File: src/rtl/fetch_buffer_pkg.sv
// Shared types and helpers for the fetch buffer. N_WAY, XLEN and INST normally come
// from the global headers; fallbacks keep this slice self-contained.
`ifndef N_WAY
`define N_WAY 2
`endif
`ifndef XLEN
`define XLEN 32
`endif
`ifndef INST
`define INST 32
`endif

package fetch_buffer_pkg;

    localparam int NW       = `N_WAY;
    localparam int XW       = `XLEN;
    localparam int IW       = `INST;
    localparam int FB_DEPTH = 8;
    localparam int FB_PTR_W = $clog2(FB_DEPTH) + 1;
    localparam int TAKE_W   = $clog2(NW + 1);

    typedef struct packed {
        logic [XW-1:0] pc;
        logic [IW-1:0] inst;
    } FETCH_ENTRY;

    localparam int ENTRY_W = $bits(FETCH_ENTRY);

    function automatic logic [TAKE_W-1:0] popcount(input logic [NW-1:0] v);
        logic [TAKE_W-1:0] n;
        n = '0;
        for (int unsigned i = 0; i < NW; i++) n = n + TAKE_W'(v[i]);
        return n;
    endfunction

endpackage

File: src/rtl/fetch_buffer_ram.sv
// Fetch buffer storage: N_WAY write ports, N_WAY combinational read ports starting at
// the head index. Data array is deliberately not reset.
module fetch_buffer_ram
    import fetch_buffer_pkg::*;
#(
    parameter int DEPTH = FB_DEPTH
) (
    input  logic                              clock,
    input  logic [NW-1:0]                     we,
    input  logic [NW*$clog2(DEPTH)-1:0]       waddr,
    input  logic [NW*ENTRY_W-1:0]             wdata,
    input  logic [$clog2(DEPTH)-1:0]          rhead,
    output logic [NW*ENTRY_W-1:0]             rdata
);

    localparam int IDX_W = $clog2(DEPTH);

    FETCH_ENTRY mem [DEPTH];

    always_ff @(posedge clock) begin
        for (int unsigned i = 0; i < NW; i++) begin
            if (we[i]) mem[waddr[i*IDX_W +: IDX_W]] <= FETCH_ENTRY'(wdata[i*ENTRY_W +: ENTRY_W]);
        end
    end

    always_comb begin
        rdata = '0;
        for (int unsigned i = 0; i < NW; i++) begin
            rdata[i*ENTRY_W +: ENTRY_W] = mem[IDX_W'(rhead + IDX_W'(i))];
        end
    end

endmodule

File: src/rtl/fetch_buffer.sv
// Circular fetch-to-decode instruction queue with single-cycle flush.
// Optional same-cycle bypass when empty: define FETCH_BUF_BYPASS_EN.
module fetch_buffer
    import fetch_buffer_pkg::*;
#(
    parameter int DEPTH = FB_DEPTH
) (
    input  logic                          clock,
    input  logic                          reset,
    input  logic                          flush,
    input  logic [NW-1:0]                 fetch_valid,
    input  logic [NW*XW-1:0]              fetch_PC,
    input  logic [NW*IW-1:0]              fetch_inst,
    output logic                          fetch_ready,
    input  logic [TAKE_W-1:0]             dec_take,
    output logic [NW*XW-1:0]              out_PC,
    output logic [NW*IW-1:0]              out_inst,
    output logic [NW-1:0]                 out_valid,
    output logic [$clog2(DEPTH+1)-1:0]    count
);

    localparam int PTR_W = $clog2(DEPTH) + 1;
    localparam int IDX_W = $clog2(DEPTH);
    localparam int CNT_W = $clog2(DEPTH + 1);

    logic [PTR_W-1:0]       head_q, head_d, tail_q, tail_d;
    logic [PTR_W-1:0]       occ;
    logic [TAKE_W-1:0]      nv, avail, take, skip, enq, deq;
    logic                   byp;
    logic [NW-1:0]          we;
    logic [NW*IDX_W-1:0]    waddr;
    logic [NW*ENTRY_W-1:0]  wdata, rdata;

    // Wrap bits make tail - head the exact occupancy, full or empty.
    assign occ         = tail_q - head_q;
    assign count       = CNT_W'(occ);
    assign fetch_ready = (PTR_W'(DEPTH) - occ) >= PTR_W'(NW);

    always_comb begin
        FETCH_ENTRY  rd_e;
        int unsigned src;
        rd_e  = '0;
        src   = 0;
        nv    = popcount(fetch_valid);
`ifdef FETCH_BUF_BYPASS_EN
        byp   = (occ == '0) && fetch_ready && !flush;
`else
        byp   = 1'b0;
`endif
        if (byp)                        avail = nv;
        else if (occ >= PTR_W'(NW))     avail = TAKE_W'(NW);
        else                            avail = occ[TAKE_W-1:0];
        take  = (dec_take > avail) ? avail : dec_take;
        // Bypassed lanes consumed this cycle never reach storage; the rest pack down.
        skip  = byp ? take : '0;
        enq   = fetch_ready ? (nv - skip) : '0;
        deq   = byp ? '0 : take;

        we    = '0;
        waddr = '0;
        wdata = '0;
        for (int unsigned i = 0; i < NW; i++) begin
            src = i + 32'(skip);
            waddr[i*IDX_W +: IDX_W] = IDX_W'(tail_q + PTR_W'(i));
            if (src < 32'(nv)) begin
                we[i] = fetch_ready && !flush;
                wdata[i*ENTRY_W +: ENTRY_W] = {fetch_PC[src*XW +: XW], fetch_inst[src*IW +: IW]};
            end
        end

        out_valid = '0;
        out_PC    = '0;
        out_inst  = '0;
        for (int unsigned i = 0; i < NW; i++) begin
            out_valid[i] = TAKE_W'(i) < avail;
            if (out_valid[i]) begin
                if (byp) begin
                    out_PC[i*XW +: XW]   = fetch_PC[i*XW +: XW];
                    out_inst[i*IW +: IW] = fetch_inst[i*IW +: IW];
                end else begin
                    rd_e = FETCH_ENTRY'(rdata[i*ENTRY_W +: ENTRY_W]);
                    out_PC[i*XW +: XW]   = rd_e.pc;
                    out_inst[i*IW +: IW] = rd_e.inst;
                end
            end
        end

        head_d = flush ? '0 : head_q + PTR_W'(deq);
        tail_d = flush ? '0 : tail_q + PTR_W'(enq);
    end

    always_ff @(posedge clock or negedge reset) begin
        if (!reset) begin
            head_q <= '0;
            tail_q <= '0;
        end else begin
            head_q <= head_d;
            tail_q <= tail_d;
        end
    end

    fetch_buffer_ram #(.DEPTH(DEPTH)) u_ram (
        .clock (clock),
        .we    (we),
        .waddr (waddr),
        .wdata (wdata),
        .rhead (head_q[IDX_W-1:0]),
        .rdata (rdata)
    );

endmodule

File: config.mk
export PLATFORM = sky130hd
export DESIGN_NAME = fetch_buffer
export DESIGN_NICKNAME = d
export VERILOG_FILES = /design/src/rtl/fetch_buffer_pkg.sv /design/src/rtl/fetch_buffer_ram.sv /design/src/rtl/fetch_buffer.sv
export SDC_FILE = /design/constraint.sdc
export NUM_CORES = 1
export LEC_CHECK = 0
export BUFFER_PORTS_ARGS = -buffer_cell sky130_fd_sc_hd__buf_2
export CELL_PAD_IN_SITES_DETAIL_PLACEMENT = 1
export CELL_PAD_IN_SITES_GLOBAL_PLACEMENT = 1
export CORE_ASPECT_RATIO = 1.4
export CORE_MARGIN = 2
export CORE_UTILIZATION = 48
export CTS_BUF_LIST = sky130_fd_sc_hd__clkbuf_4 sky130_fd_sc_hd__clkbuf_8
export DETAILED_ROUTE_END_ITERATION = 16
export GPL_TIMING_DRIVEN = 0
export HOLD_SLACK_MARGIN = 0.03
export MAX_ROUTING_LAYER = met4
export PLACE_DENSITY = 0.83
export REMOVE_ABC_BUFFERS = 1
export SLEW_MARGIN = 20
export SYNTH_ARGS = -nofsm -noshare
export SYNTH_HDL_FRONTEND = slang
export SYNTH_SLANG_ARGS = --single-unit
File: constraint.sdc
create_clock -name clock -period 7.84 [get_ports clock]
set_input_delay 0.784 -clock clock [delete_from_list [all_inputs] [get_ports clock]]
set_output_delay 0.784 -clock clock [all_outputs]
set_load 0.02 [all_outputs]
Yosys cells after proc, flatten, opt, wreduce, memory -nomap -nowiden
Memory sizes are Yosys's and may differ from the RTL's.
Index checks and enable logic that the tools add are counted.
Widths: inputs -> output; s select.
{"block": "totals", "input_bits": 135, "mem_bits_rw": 512, "wordCells": 36, "ff_bits": 8, "memories": 1}
{"block": "op_classes", "n_mux": 17, "reduce_logical": 2, "addsub": 7, "n_lt_le_gt_ge": 7}
{"name": "u_ram.mem", "depth": 8, "width": 64, "read_ports": 2, "rd_ports_with_merged_regs": 0, "write_ports": 2, "line_no": "fetch_buffer_ram.sv:18", "source": "FETCH_ENTRY mem [DEPTH];"}
{"cell": "$mux 32", "count": 4}
{"cell": "$mux 64", "count": 2}
{"cell": "$add 4x2->4", "count": 2}
{"cell": "$ge 4x2->1 const B", "count": 2}
{"cell": "$lt 1x2->1 const A", "count": 4}
{"cell": "$mux 4", "count": 2}
{"cell": "$add 3x1->3 const B", "count": 2}
{"cell": "$mux 1", "count": 6}
{"cell": "$mux 2", "count": 3}
{"cell": "$sub 4x4->4", "count": 1}
{"cell": "$sub 4x4->4 const A", "count": 1}
{"cell": "$add 1x1->2", "count": 1}
{"cell": "$gt 2x2->1", "count": 1}
{"cell": "$logic_and 1x1->1", "count": 1}
{"cell": "$logic_not 1->1", "count": 1}

Logic depth before layout (Yosys ltp)
{"block": "logic_depth", "depth_word": 7, "mapped_depth": 17, "depth_no_buf": 16}

Cells and area by module
From an unflattened synthesis, not the netlist that was laid out.
{"block": "unflattened", "hier_cells": 2381, "area_unflattened_um2": 32782.7}
{"module": "fetch_buffer_ram", "n_inst": 1, "area_each_um2": 30221.5, "cells_per_inst": 2012}
{"module": "fetch_buffer", "n_inst": 1, "area_each_um2": 2561.2, "cells_per_inst": 369}

Worst setup path before layout
OpenSTA, ideal clock, no wires.
{"block": "synth_path", "path_type": "register -> register", "from": "reg head_q[1]", "to": "mem u_ram.mem[2][0] in the netlist's numbering (enable)", "t_arrival_ns": 7.457, "stages_incl_launch_ff": 11, "path_slack_ns": -0.182, "period_less_slack_ns": 8.022, "path_cell_list": "dfrtp_1 buf_2 buf_1 inv_1 fa_1 inv_1 ha_1 xor2_1 nand3b_2 nor2_1 nor3_1"}
{"element": "start, declared", "line_no": "fetch_buffer.sv:26", "source": "logic [PTR_W-1:0] head_q, head_d, tail_q, tail_d;"}
{"element": "start signal, assigned", "line_no": "fetch_buffer.sv:94", "source": "head_q <= '0;"}
{"element": "start signal, assigned", "line_no": "fetch_buffer.sv:97", "source": "head_q <= head_d;"}
{"element": "end, declared", "line_no": "fetch_buffer_ram.sv:18"}

Worst setup path after layout
{"block": "layout_path", "from": "reg tail_q[0]", "to": "out out_PC[13]"}
{"block": "layout_between", "elab_chain_cells": 5}
{"element": "start, declared", "line_no": "fetch_buffer.sv:26"}
{"element": "start signal, assigned", "line_no": "fetch_buffer.sv:98", "source": "tail_q <= tail_d;"}
{"element": "$sub 4x4->4 *", "line_no": "fetch_buffer.sv:35", "source": "assign occ = tail_q - head_q;"}
{"element": "$ge 4x2->1", "line_no": "fetch_buffer.sv:51", "source": "else if (occ >= PTR_W'(NW)) avail = TAKE_W'(NW);"}
{"element": "$mux 2 *", "line_no": "fetch_buffer.sv:51"}
{"element": "$lt 1x2->1 *", "line_no": "fetch_buffer.sv:75", "source": "out_valid[i] = TAKE_W'(i) < avail;"}
{"element": "$mux 32 *", "line_no": "fetch_buffer.sv:76", "source": "if (out_valid[i]) begin"}
{"element": "end, declared", "line_no": "fetch_buffer.sv:16", "source": "output logic [NW*XW-1:0] out_PC,"}
Every way passes the cells marked *; elsewhere a longest branch is shown, timed or not.

==> impl_metrics.toml <==
[cts]
numCtsBuffers = 84
clockRootBuffer = "clkbuf_8"
clock_latency_ps = 700
cts_max_level = 3
cts_tree = "done"
clk_pin_slew_ps = 50
clock-sinks = 520
cts_setup_buffers = 0
cts_buffer_depth = 3

[yosys]
netlist_top_cells_area = "edfxtp_1 (50%), mux4_2 (19%), mux2_2 (14%)"
yosysSeqAreaShare_pct = 50.34
syn_inst = 2015
synth_area_um2 = 30940
synth_top_family_by_area = "multiplexers"
ys_ff_latch = 520
async_flop_share_pct = 1.538
yosys-top-cells-count = "edfxtp_1 (512), mux2_2 (377), nand2_1 (262)"
synth.largest_area_cell = "edfxtp_1"
yosysMostFrequentCell = "edfxtp_1"
synth_xor_xnor_area_share_pct = 0.4974
synth.distinct_cells = 39
synth_ff_type = "edfxtp_1"
avgSynthCellArea_um2 = 15.35
synth_top_area_share_pct = 49.69
synthSimpleGateAreaFrac_pct = 5.265
synth_compound_gate_area_share_pct = 2.851
ys_warn_count = 0
synthMuxAreaShare_pct = 37.27
synth_edf_count = 512
synth-adder-area-share_pct = 0.8412

[route]
firstDrtPassIters = 7
drtIter0Drc = 1937
wl_per_cell_um = 31.70
finalWirelength_mm = 104.7
via_per_inst = 6.503
ant_nets = 0
dr_total_vias = 21480
drcViolationCount = 0

[floorplanning]
die_width_um = 218.6
fp.dieH_um = 304.4
die_area_um2 = 66530
core-area_um2 = 64000
start_util_pct = 48.34
rows = 110
io_pins = 270

[placed_design]
place.gp.congestion = 0.7459
dp_hpwl_mm = 72.97
portBuffers = 269

[run_status]
status = "finished, final reports clean"

[critical_path]
crit_chain = "inv_2 -> ha_1 -> inv_1 -> fa_1 -> ha_1 -> or3_1 -> nor3_2 -> buf_4 -> buf_4 -> buf_6 -> a21oi_1 -> buf_2"
critPathLaunchType = "flop"
critPathKind = "flop to output pin"
cp_max_fo = 12
reg2reg_to = "tail_q[1]$_DFF_PN0_"
max_stage_delay_ps = 650
worst_r2r_path_depth = 12
arrival_ps = 4720
cp_slowest_cell = "nor3_2"
end_kind = "output pin"
r2r_start = "tail_q[0]$_DFF_PN0_"
required_ps = 7060
r2r_slack_ps = 3030

[timing]
fin_crit_ps = 5502
slew_violations = 0
setup_viol = 0
finalHoldViolCount = 0
fmax_mhz = 181.7
fin_skew_ps = 18.45
slew_headroom_pct = 33.05
finalCritPeriodShare_pct = 70.18
tightest_slew_ps = 1002
fin_tns_setup_ps = 0
rsz0062_at_grt = "false"

[final_layout]
drive_above_1_share_pct = 50.47
fillers = 6090
register_area_um2 = 15590
area_growth_pct = 19.44
final_nets = 2538
multiInputGateArea_um2 = 14560

[global_routing]
grt_first_pass_wirelength_mm = 153.6
grt_pass1_vias = 23600
grt_max_degree = 57
grt.overflow.total = 0
grtUsageTotal_pct = 32.44
antenna_found_initial = 16

[power]
leakagePower_nw = 13.24
finalPower_mw = 14.56
p_per_area_nw_per_um2 = 394.0
vdd_drop_max_uv = 600.2

[run]
cap_violations = 0

[hold_path]
hp-class = "input pin to asynchronous set/reset pin"
## where the power goes
group	internal, mW	switching, mW	total (mW)	leakage [nW]
Sequential	3.57	0.246	3.82	4.79
Combinational	3.18	5.18	8.35	7.58
Clock	1.25	1.13	2.39	0.867
## layer usage
metal  routed length, um  up-vias  global-route usage, %
met5                   0        -                      -
met4                3755        0                  14.41
met3                7471      233                  5.147
met2               53280     1118                  51.98
met1               40200    11370                  40.72
li1                    -     8755                      -
## area by class of cell
class / count / area share [%]
inverter: 13 / 0.1456
clock inverter: 29 / 0.4571
antenna: 16 / 0.1083
clock buffer: 120 / 3.945
sequential: 520 / 42.18
tap: 840 / 2.844
multi-input combinational: 1322 / 39.40
timing repair buffer: 443 / 10.92
## worst max-delay path by stage
| stage | from | to | slack (ps) | depth (start not counted) |
|---|---|---|---|---|
| final | tail_q[0]$_DFF_PN0_ | out_PC[13] | 2340 | 12 |
| after global routing | tail_q[0]$_DFF_PN0_ | out_PC[13] | 2230 | 12 |
| after CTS | tail_q[0]$_DFF_PN0_ | out_PC[13] | 2360 | 12 |
| after detailed placement | tail_q[0]$_DFF_PN0_ | tail_q[1]$_DFF_PN0_ | 3050 | 12 |
| after global placement | head_q[0]$_DFF_PN0_ | out_PC[5] | -16380 | 8 |
| after floorplan | head_q[0]$_DFF_PN0_ | u_ram.mem[0][0]$_DFFE_PP_ | -6940 | 9 |
## critical path, delay by kind of cell (launching register included)
family          cells  cell delay (ps)
simple gates        2             1080
fa+ha+maj           3              990
flops               1              640
compound gates      1               60
buf+inv             6             1230
## flip-flops by register name (all words and copies together), names as in the netlist
register and count:
u_ram.mem 512, tail_q 4, head_q 4
## what timing repair did
item,CTS,global route
hold buffers,1,0
endpoints found under the hold margin,8,0
resized for setup,0,0
## stage by stage
stage / area [um^2] / std cells / setup slack [ps] / hold WS (ps) / util, %
2_1_floorplan: 30080 / 1855 / -6936 / 488.4 / -
3_3_place_gp: 32480 / 2964 / -16380 / 547.9 / 50.75
3_5_place_dp: 35280 / 3137 / 3055 / 580.4 / 55.12
4_1_cts: 36910 / 3287 / 2365 / 414.3 / 57.68
5_1_grt: 36950 / 3302 / 2227 / 460.6 / 57.74
6_report: 36950 / 3303 / 2338 / 469.4 / 57.74
## kinds of logic after synthesis
kind of cell / after synthesis
AOI/OAI and AO/OA: 149
xor gates and xnor gates: 14
adders and majority gates: 19
buffers and inverters: 173
DFF: 520
muxes: 768
and+or+nand+nor: 372
## layout by cell type (no fill, tap or decap), types with 5 or more instances in the layout
cell type | netlist | layout
diode_2 | 0 | 16
buf_12 | 0 | 11
dfrtp_1 | 8 | 5
xor2_1 | 7 | 6
clkbuf_8 | 0 | 89
buf_16 | 0 | 54
nand2_1 | 262 | 262
ha_1 | 16 | 14
a31oi_1 | 6 | 6
mux2_1 | 135 | 135
buf_6 | 16 | 35
a21oi_1 | 130 | 130
buf_2 | 15 | 269
clkbuf_4 | 0 | 31
clkinv_1 | 0 | 21
mux2_2 | 377 | 377
inv_1 | 12 | 11
mux4_2 | 256 | 256
edfxtp_1 | 512 | 512
nor3_2 | 0 | 9
nor2_1 | 17 | 16
buf_4 | 32 | 69
nor2b_1 | 68 | 68
clkinv_2 | 0 | 6
No activity file was read; power rests on OpenSTA's default activity.
